[src/rtl/aes_result_uart_tx.sv]
// ---------------------------------------------------------------------------
// aes_result_uart_tx
//
// Readout end of the power-analysis AES harness. When the AES core drops its
// busy flag, the 128-bit ciphertext is captured into a shift buffer. The
// buffer is then sent as UART 8N1 on a single pin: an optional sync header
// first, then the ciphertext, MSB byte first and LSB bit first within each
// byte. A host can then pair each power trace with its ciphertext.
//
// Parameters:
//   CLKS_PER_BIT  ICE_CLK cycles per UART bit (>= 2)
//   SEND_HEADER   1 = prepend HEADER to each frame, 0 = ciphertext only
//   HEADER        sync byte value
//
// Ports:
//   ICE_CLK       system clock
//   resetn        synchronous active-low reset
//   aes_busy_i    AES core busy; a 1->0 transition marks a valid result
//   aes_data_i    AES core result, sampled on the capture edge
//   uart_tx_o     serial line, idle high
//   tx_busy_o     high while a frame is in flight
//   frame_done_o  one-cycle pulse in the first idle cycle after a frame
//   drop_count_o  results lost to an in-flight frame, saturates at 255
// ---------------------------------------------------------------------------
module aes_result_uart_tx #(
  parameter int unsigned CLKS_PER_BIT = 104,
  parameter bit          SEND_HEADER  = 1'b1,
  parameter logic [7:0]  HEADER       = 8'hA5
) (
  input  logic         ICE_CLK,
  input  logic         resetn,
  input  logic         aes_busy_i,
  input  logic [127:0] aes_data_i,
  output logic         uart_tx_o,
  output logic         tx_busy_o,
  output logic         frame_done_o,
  output logic [7:0]   drop_count_o
);

  localparam int unsigned NBYTES = SEND_HEADER ? 17 : 16;
  localparam int unsigned NBITS  = NBYTES * 8;
  localparam int unsigned BAUD_W = $clog2(CLKS_PER_BIT);

  localparam logic [BAUD_W-1:0] BAUD_LAST = BAUD_W'(CLKS_PER_BIT - 1);
  localparam logic [4:0]        BYTE_LAST = 5'(NBYTES - 1);

  typedef enum logic [1:0] {IDLE, START, DATA, STOP} state_e;

  state_e            state_q,   state_d;
  logic              busy_q;
  logic [BAUD_W-1:0] baud_q,    baud_d;
  logic [2:0]        bit_q,     bit_d;
  logic [4:0]        byte_q,    byte_d;
  logic [NBITS-1:0]  buf_q,     buf_d;
  logic              tx_q,      tx_d;
  logic              tx_busy_q, tx_busy_d;
  logic              done_q,    done_d;
  logic [7:0]        drop_q,    drop_d;

  logic [NBITS-1:0]  load_word;
  logic [7:0]        cur_byte;
  logic [2:0]        bit_nxt;
  logic              capture;
  logic              baud_done;

  // Frame image loaded on capture; the byte on air is always the top byte.
  if (SEND_HEADER) begin : g_hdr
    assign load_word = {HEADER, aes_data_i};
  end else begin : g_nohdr
    assign load_word = aes_data_i;
  end

  assign cur_byte  = buf_q[NBITS-1 -: 8];
  assign bit_nxt   = bit_q + 3'd1;
  assign capture   = busy_q & ~aes_busy_i;
  assign baud_done = (baud_q == BAUD_LAST);

  always_comb begin
    // NOTE: every variable gets a default before the case so no path leaves
    // one unassigned, which would otherwise infer a latch.
    state_d   = state_q;
    baud_d    = baud_q;
    bit_d     = bit_q;
    byte_d    = byte_q;
    buf_d     = buf_q;
    tx_d      = tx_q;
    tx_busy_d = tx_busy_q;
    done_d    = 1'b0;
    drop_d    = drop_q;

    // A result arriving while any frame is on air (final STOP cycle included)
    // is only counted; the frame and its buffer stay untouched.
    if (capture && (state_q != IDLE) && (drop_q != 8'hFF)) begin
      drop_d = drop_q + 8'd1;
    end

    case (state_q)
      IDLE: begin
        tx_d      = 1'b1;
        tx_busy_d = 1'b0;
        if (capture) begin
          buf_d     = load_word;
          byte_d    = '0;
          bit_d     = '0;
          baud_d    = '0;
          state_d   = START;
          tx_d      = 1'b0;
          tx_busy_d = 1'b1;
        end
      end
      START: begin
        if (baud_done) begin
          baud_d  = '0;
          bit_d   = '0;
          state_d = DATA;
          tx_d    = cur_byte[0];
        end else begin
          baud_d = baud_q + 1'b1;
        end
      end
      DATA: begin
        if (baud_done) begin
          baud_d = '0;
          if (bit_q == 3'd7) begin
            state_d = STOP;
            tx_d    = 1'b1;
          end else begin
            bit_d = bit_nxt;
            tx_d  = cur_byte[bit_nxt];
          end
        end else begin
          baud_d = baud_q + 1'b1;
        end
      end
      STOP: begin
        if (baud_done) begin
          baud_d = '0;
          if (byte_q == BYTE_LAST) begin
            state_d   = IDLE;
            tx_busy_d = 1'b0;
            done_d    = 1'b1;
          end else begin
            // Back-to-back bytes: next start bit follows the stop bit directly.
            byte_d  = byte_q + 5'd1;
            buf_d   = buf_q << 8;
            state_d = START;
            tx_d    = 1'b0;
          end
        end else begin
          baud_d = baud_q + 1'b1;
        end
      end
      default: state_d = IDLE;
    endcase
  end

  always_ff @(posedge ICE_CLK) begin
    // NOTE: non-blocking assignments so every flop samples pre-edge values.
    if (!resetn) begin
      state_q   <= IDLE;
      busy_q    <= 1'b0;
      baud_q    <= '0;
      bit_q     <= '0;
      byte_q    <= '0;
      tx_q      <= 1'b1;
      tx_busy_q <= 1'b0;
      done_q    <= 1'b0;
      drop_q    <= '0;
    end else begin
      state_q   <= state_d;
      busy_q    <= aes_busy_i;
      baud_q    <= baud_d;
      bit_q     <= bit_d;
      byte_q    <= byte_d;
      tx_q      <= tx_d;
      tx_busy_q <= tx_busy_d;
      done_q    <= done_d;
      drop_q    <= drop_d;
    end
  end

  // NOTE: the shift buffer has no reset; it is always loaded on capture
  // before any of its bits reach the line.
  always_ff @(posedge ICE_CLK) begin
    buf_q <= buf_d;
  end

  assign uart_tx_o    = tx_q;
  assign tx_busy_o    = tx_busy_q;
  assign frame_done_o = done_q;
  assign drop_count_o = drop_q;

endmodule

[config.mk]
export PLATFORM = sky130hd
export DESIGN_NAME = aes_result_uart_tx
export DESIGN_NICKNAME = d
export VERILOG_FILES = /design/src/rtl/aes_result_uart_tx.sv
export SDC_FILE = /design/constraint.sdc
export NUM_CORES = 1
export LEC_CHECK = 0
export CORE_UTILIZATION = 56
export CTS_CLUSTER_DIAMETER = 100
export DETAILED_ROUTE_END_ITERATION = 8
export GPL_TIMING_DRIVEN = 1
export PLACE_DENSITY = 0.95
export SYNTH_ARGS = -nofsm -noshare
export SYNTH_HDL_FRONTEND = slang
export SYNTH_SLANG_ARGS = --single-unit
export TNS_END_PERCENT = 20
[constraint.sdc]
create_clock -name ICE_CLK -period 17.4 [get_ports ICE_CLK]
set_input_delay 3.48 -clock ICE_CLK [delete_from_list [all_inputs] [get_ports ICE_CLK]]
set_output_delay 3.48 -clock ICE_CLK [all_outputs]
set_load 0.005 [all_outputs]
-- Yosys cells after proc, flatten, opt, wreduce, memory -nomap -nowiden
Cells that the tools add are included.
- add/subtract/negate cells: 4
- $lt $le $gt $ge: 1
- equal/unequal tests: 15
- muxes and demuxes: 37
- bitwise logic cells: 2
- reductions and logical operators: 13
- operator list (kind ; number):
    $mux 136 ; 3
    $pmux 136 s2 ; 1
    $ne 2x2->1 const B ; 8
    $mux 5 ; 3
    $mux 7 ; 2
    $pmux 7 s2 ; 1
    $mux 1 ; 12
    $mux 3 ; 4
    $mux 2 ; 5
    $pmux 5 s2 ; 1
    $reduce_and 5->1 ; 2
    $pmux 3 s3 ; 1
    $add 8x1->8 const B ; 1
    $ne 8x8->1 const B ; 1
    $pmux 2 s4 ; 1
    $reduce_and 4->1 ; 2
    $add 7x1->7 const B ; 1
    $eq 7x7->1 const B ; 1
    $reduce_and 3->1 ; 2
    $add 5x1->5 const B ; 1
    $eq 5x5->1 const B ; 1
    $eq 2x2->1 const B ; 2
    $lt 3x4->1 const B ; 1
    $pmux 1 s4 ; 1
    12 further kinds ; 14
- flip-flop bits (word level): 165
- input bits: 131
- output and inout port bits: 11
- logic and storage cells: 82

-- Longest topological paths before layout
- depth in word-level cells: 6
- depth in mapped cells: 7
- mapped depth without buffers: 6

-- Worst setup path before layout
OpenSTA, ideal clock, no wires.
- path type: in2reg
- from: input port aes_busy_i
- to: register buf_q[0], enable pin
- setup time: 0.634 ns
- data arrival time: 9.648 ns
- required time: 16.766 ns
- setup slack: 7.119 ns
- stages: 4
- path buffers: 1
- cell sequence: and2b_2 nor2_2 clkbuf_1 nor2_1
- word-level cells in the longest chain between the ends: 4
- RTL lines (item ; RTL line ; source):
    start, declared ; 32 ; input logic aes_busy_i,
    $not 1->1 ; 75 ; assign capture = busy_q & ~aes_busy_i;
    $and 1x1->1 ; 75 ;
    $ne 2x2->1 (no source line) ; -- ;
    $reduce_and 4->1 (no source line) ; -- ;
    end signal, assigned ; 185 ; buf_q <= buf_d;
    end, declared ; 54 ; logic [NBITS-1:0] buf_q, buf_d;
Every way passes these cells.
A chain may end at the register's enable or synchronous reset.

-- Worst setup path after layout
- from: input port aes_busy_i
- to: register buf_q[100], enable pin
Same word-level chain as after synthesis.

==> results_dict.tcl <==
set metrics [dict create \
    post-route-period-util_pct 34.5 \
    diodes 0 \
    post-route-min-period_ns 6.01 \
    startpoint "aes_busy_i" \
    min_path_type "flop to flop" \
    die_w_um 116 \
    status "finished clean" \
    clock_tree.root_cell "clkbuf_16" \
    htree_levels 4 \
    r2r_start "state_q[1]" \
    cts_setup_buffers 0 \
    antenna_found_initial 0 \
    clk_path_buf_depth 2 \
    grt_remaining_overflow 0 \
    hold_viol 0 \
    cts_resized 0 \
    wl_um 15900 \
    numClockSinks 165 \
    io_buffers 141 \
    arrival_ns 6.05 \
    slew_viol_final 0 \
    wl_met1_um 5880 \
    firstDrtPassIters 5 \
    area_delta_synth_final_pct 28.9 \
    detail-route-antenna-nets 0 \
    tns_ns 0 \
    syn-num-nets 618 \
    cts_buffers 17 \
    io_pins 142 \
    die_h_um 116 \
    reg2reg_depth 5 \
    criticalPathCategory "input pin to flop" \
    fmaxAchievable_mhz 166 \
    dr_wl_met3_um 1010 \
    clk_pin_slew_ns 0.06 \
    coreArea_um2 12700 \
    finalClockSkew_ns 0.0141 \
    regToRegEndpoint "buf_q[100]" \
    cp-end-kind "flop" \
    synth_seq_cells 165 \
    ys_warn_count 0 \
    critPathLaunchType "input pin" \
    wire_per_inst_um 19.8 \
    cts_tree "built" \
    slew-limit-headroom_pct 34.2 \
    power_mw 1.18 \
    synthFlopType "edfxtp_1" \
    synth.cell_area_um2 7320 \
    drive_gt1_share_pct 26.0 \
    crit_fanout 78 \
    rsz0062_at_grt "false" \
    grt_use_total_pct 24.8 \
    netlist_instances 477 \
    max_cap_violations 0 \
    nets 756 \
    globalplace.congestion 0.810 \
    drt_iter0_drc 436 \
    drc_errors 0 \
    via_count 4597 \
    die_area_um2 13500 \
    viasPerCell 5.75 \
    grt_max_degree 79 \
    worstPathRequired_ns 17.44 \
    ys_seq_area_share_pct 63.7 \
    synth_cell_type_count 56 \
    insertion_delay_ns 0.42 \
    wl_met2_um 8510 \
    ir_worst_vdd_v 0.000156 \
    holdBufCountCts 0 \
    initial_core_util_pct 57.7 \
    power.density_nw_per_um2 125 \
    rows 41 \
    tightest_slew_ns 0.987 \
    cp-endpoint "buf_q[100]" \
    synth_edf_count 136 \
    setup_violations 0 \
    grt_pass1_vias 4879 \
    p_leak_nw 3.17 \
    dpl.hpwl_um 10400 \
    ff2ff_setup_slack_ns 13.69 \
    grt_pass1_wl_um 24400 \
    post-route-util_pct 74.5 \
    postSynthAreaPerCell_um2 15.3 \
    async_flop_share_pct 0 \
    dr.max_layer_used "met4" \
]
## worst min path at each step
stage,slack (ns),end,startpoint,depth (start not counted)
CTS,0.49,bit_q[2],bit_q[2],2
detailed placement,0.48,bit_q[2],bit_q[2],2
floorplan,0.44,bit_q[1],bit_q[1],2
global placement,0.45,bit_q[2],bit_q[2],2
finish,0.49,bit_q[2],bit_q[2],2
global route,0.50,bit_q[2],bit_q[2],2
## critical path, stage by stage
cell and delay, ns:
clkdlybuf4s50_1 0.43, and2b_2 0.27, nor2_2 0.15, nor2_4 0.13, buf_4 0.78, buf_4 0.74
## synth_stat cells (5+ instances only)
master / n / area [um^2]
and2_1: 6 / 37.5
edfxtp_1: 136 / 4080
mux2_2: 120 / 1350
or4_1: 5 / 37.5
a21oi_1: 11 / 55.1
nand2_1: 14 / 52.6
nor2_1: 13 / 48.8
inv_1: 10 / 37.5
nand2b_1: 7 / 43.8
o21ai_0: 6 / 30.0
dfxtp_1: 29 / 581
nor2b_1: 9 / 56.3
clkbuf_1: 20 / 75.1
ha_1: 10 / 125
mux2i_1: 9 / 90.1
nand3_1: 10 / 50.1
## cells in the final DEF, fill, tap and decap left out, drive strengths merged, types with 5 or more instances in the layout
master	n
mux2	120
or4	5
ha	10
inv	11
nand2	14
nand2b	7
nor2	14
o21ai	6
clkdlybuf4s50	141
nand3	10
nor2b	9
and2	7
edfxtp	136
dfxtp	29
mux2i	9
a21oi	11
clkinv	6
clkbuf	24
## per-layer routing
layer | vias up | GRT usage [%]
met3 | 39 | 8.72
met5 | - | 0
met1 | 2276 | 26.6
met2 | 169 | 43.7
li1 | 2113 | -
met4 | 0 | 11.4
## where the power goes
group | internal, mW | total [mW] | switching (mW)
Combinational | 0.0778 | 0.210 | 0.132
Clock | 0.219 | 0.368 | 0.149
Sequential | 0.571 | 0.604 | 0.0323
## state kept, by name, summed over array words and instances (netlist names)
name	cells
frame_done_o	1
buf_q	136
uart_tx_o	1
baud_q	7
drop_count_o	8
bit_q	3
state_q	2
byte_q	5
busy_q	1
tx_busy_o	1
## logic make-up (layout without fill, tap and decap cells)
logic type      Yosys count  in the layout  share of synthesized area, %
fa+ha+maj                10             10                          1.71
simple gates             86             86                          6.87
flops                   165            165                          63.7
buf+inv                  36            187                          2.26
xor+xnor                  3              3                         0.359
compound gates           46             46                          4.74
mux                     131            131                          20.3
## stage by stage
stage	hold WS, ns	cells	area [um^2]	worst slack, ns
floorplan	0.442	477	7320	7.12
global placement	0.449	768	8860	11.10
detailed placement	0.484	768	8860	11.00
CTS	0.490	800	9430	11.43
global route	0.504	800	9430	11.28
finish	0.491	800	9430	11.39
## final cells by class
cell class / instances / area (um^2)
Sequential cell: 165 / 4660
Fill cell: 767 / 3240
Multi-Input combinational cell: 276 / 2510
Timing Repair Buffer: 144 / 1430
Clock buffer: 24 / 472
Tap cell: 172 / 215
Clock inverter: 8 / 100
Inverter: 11 / 41.3
Power figures use the tool's default switching activity.
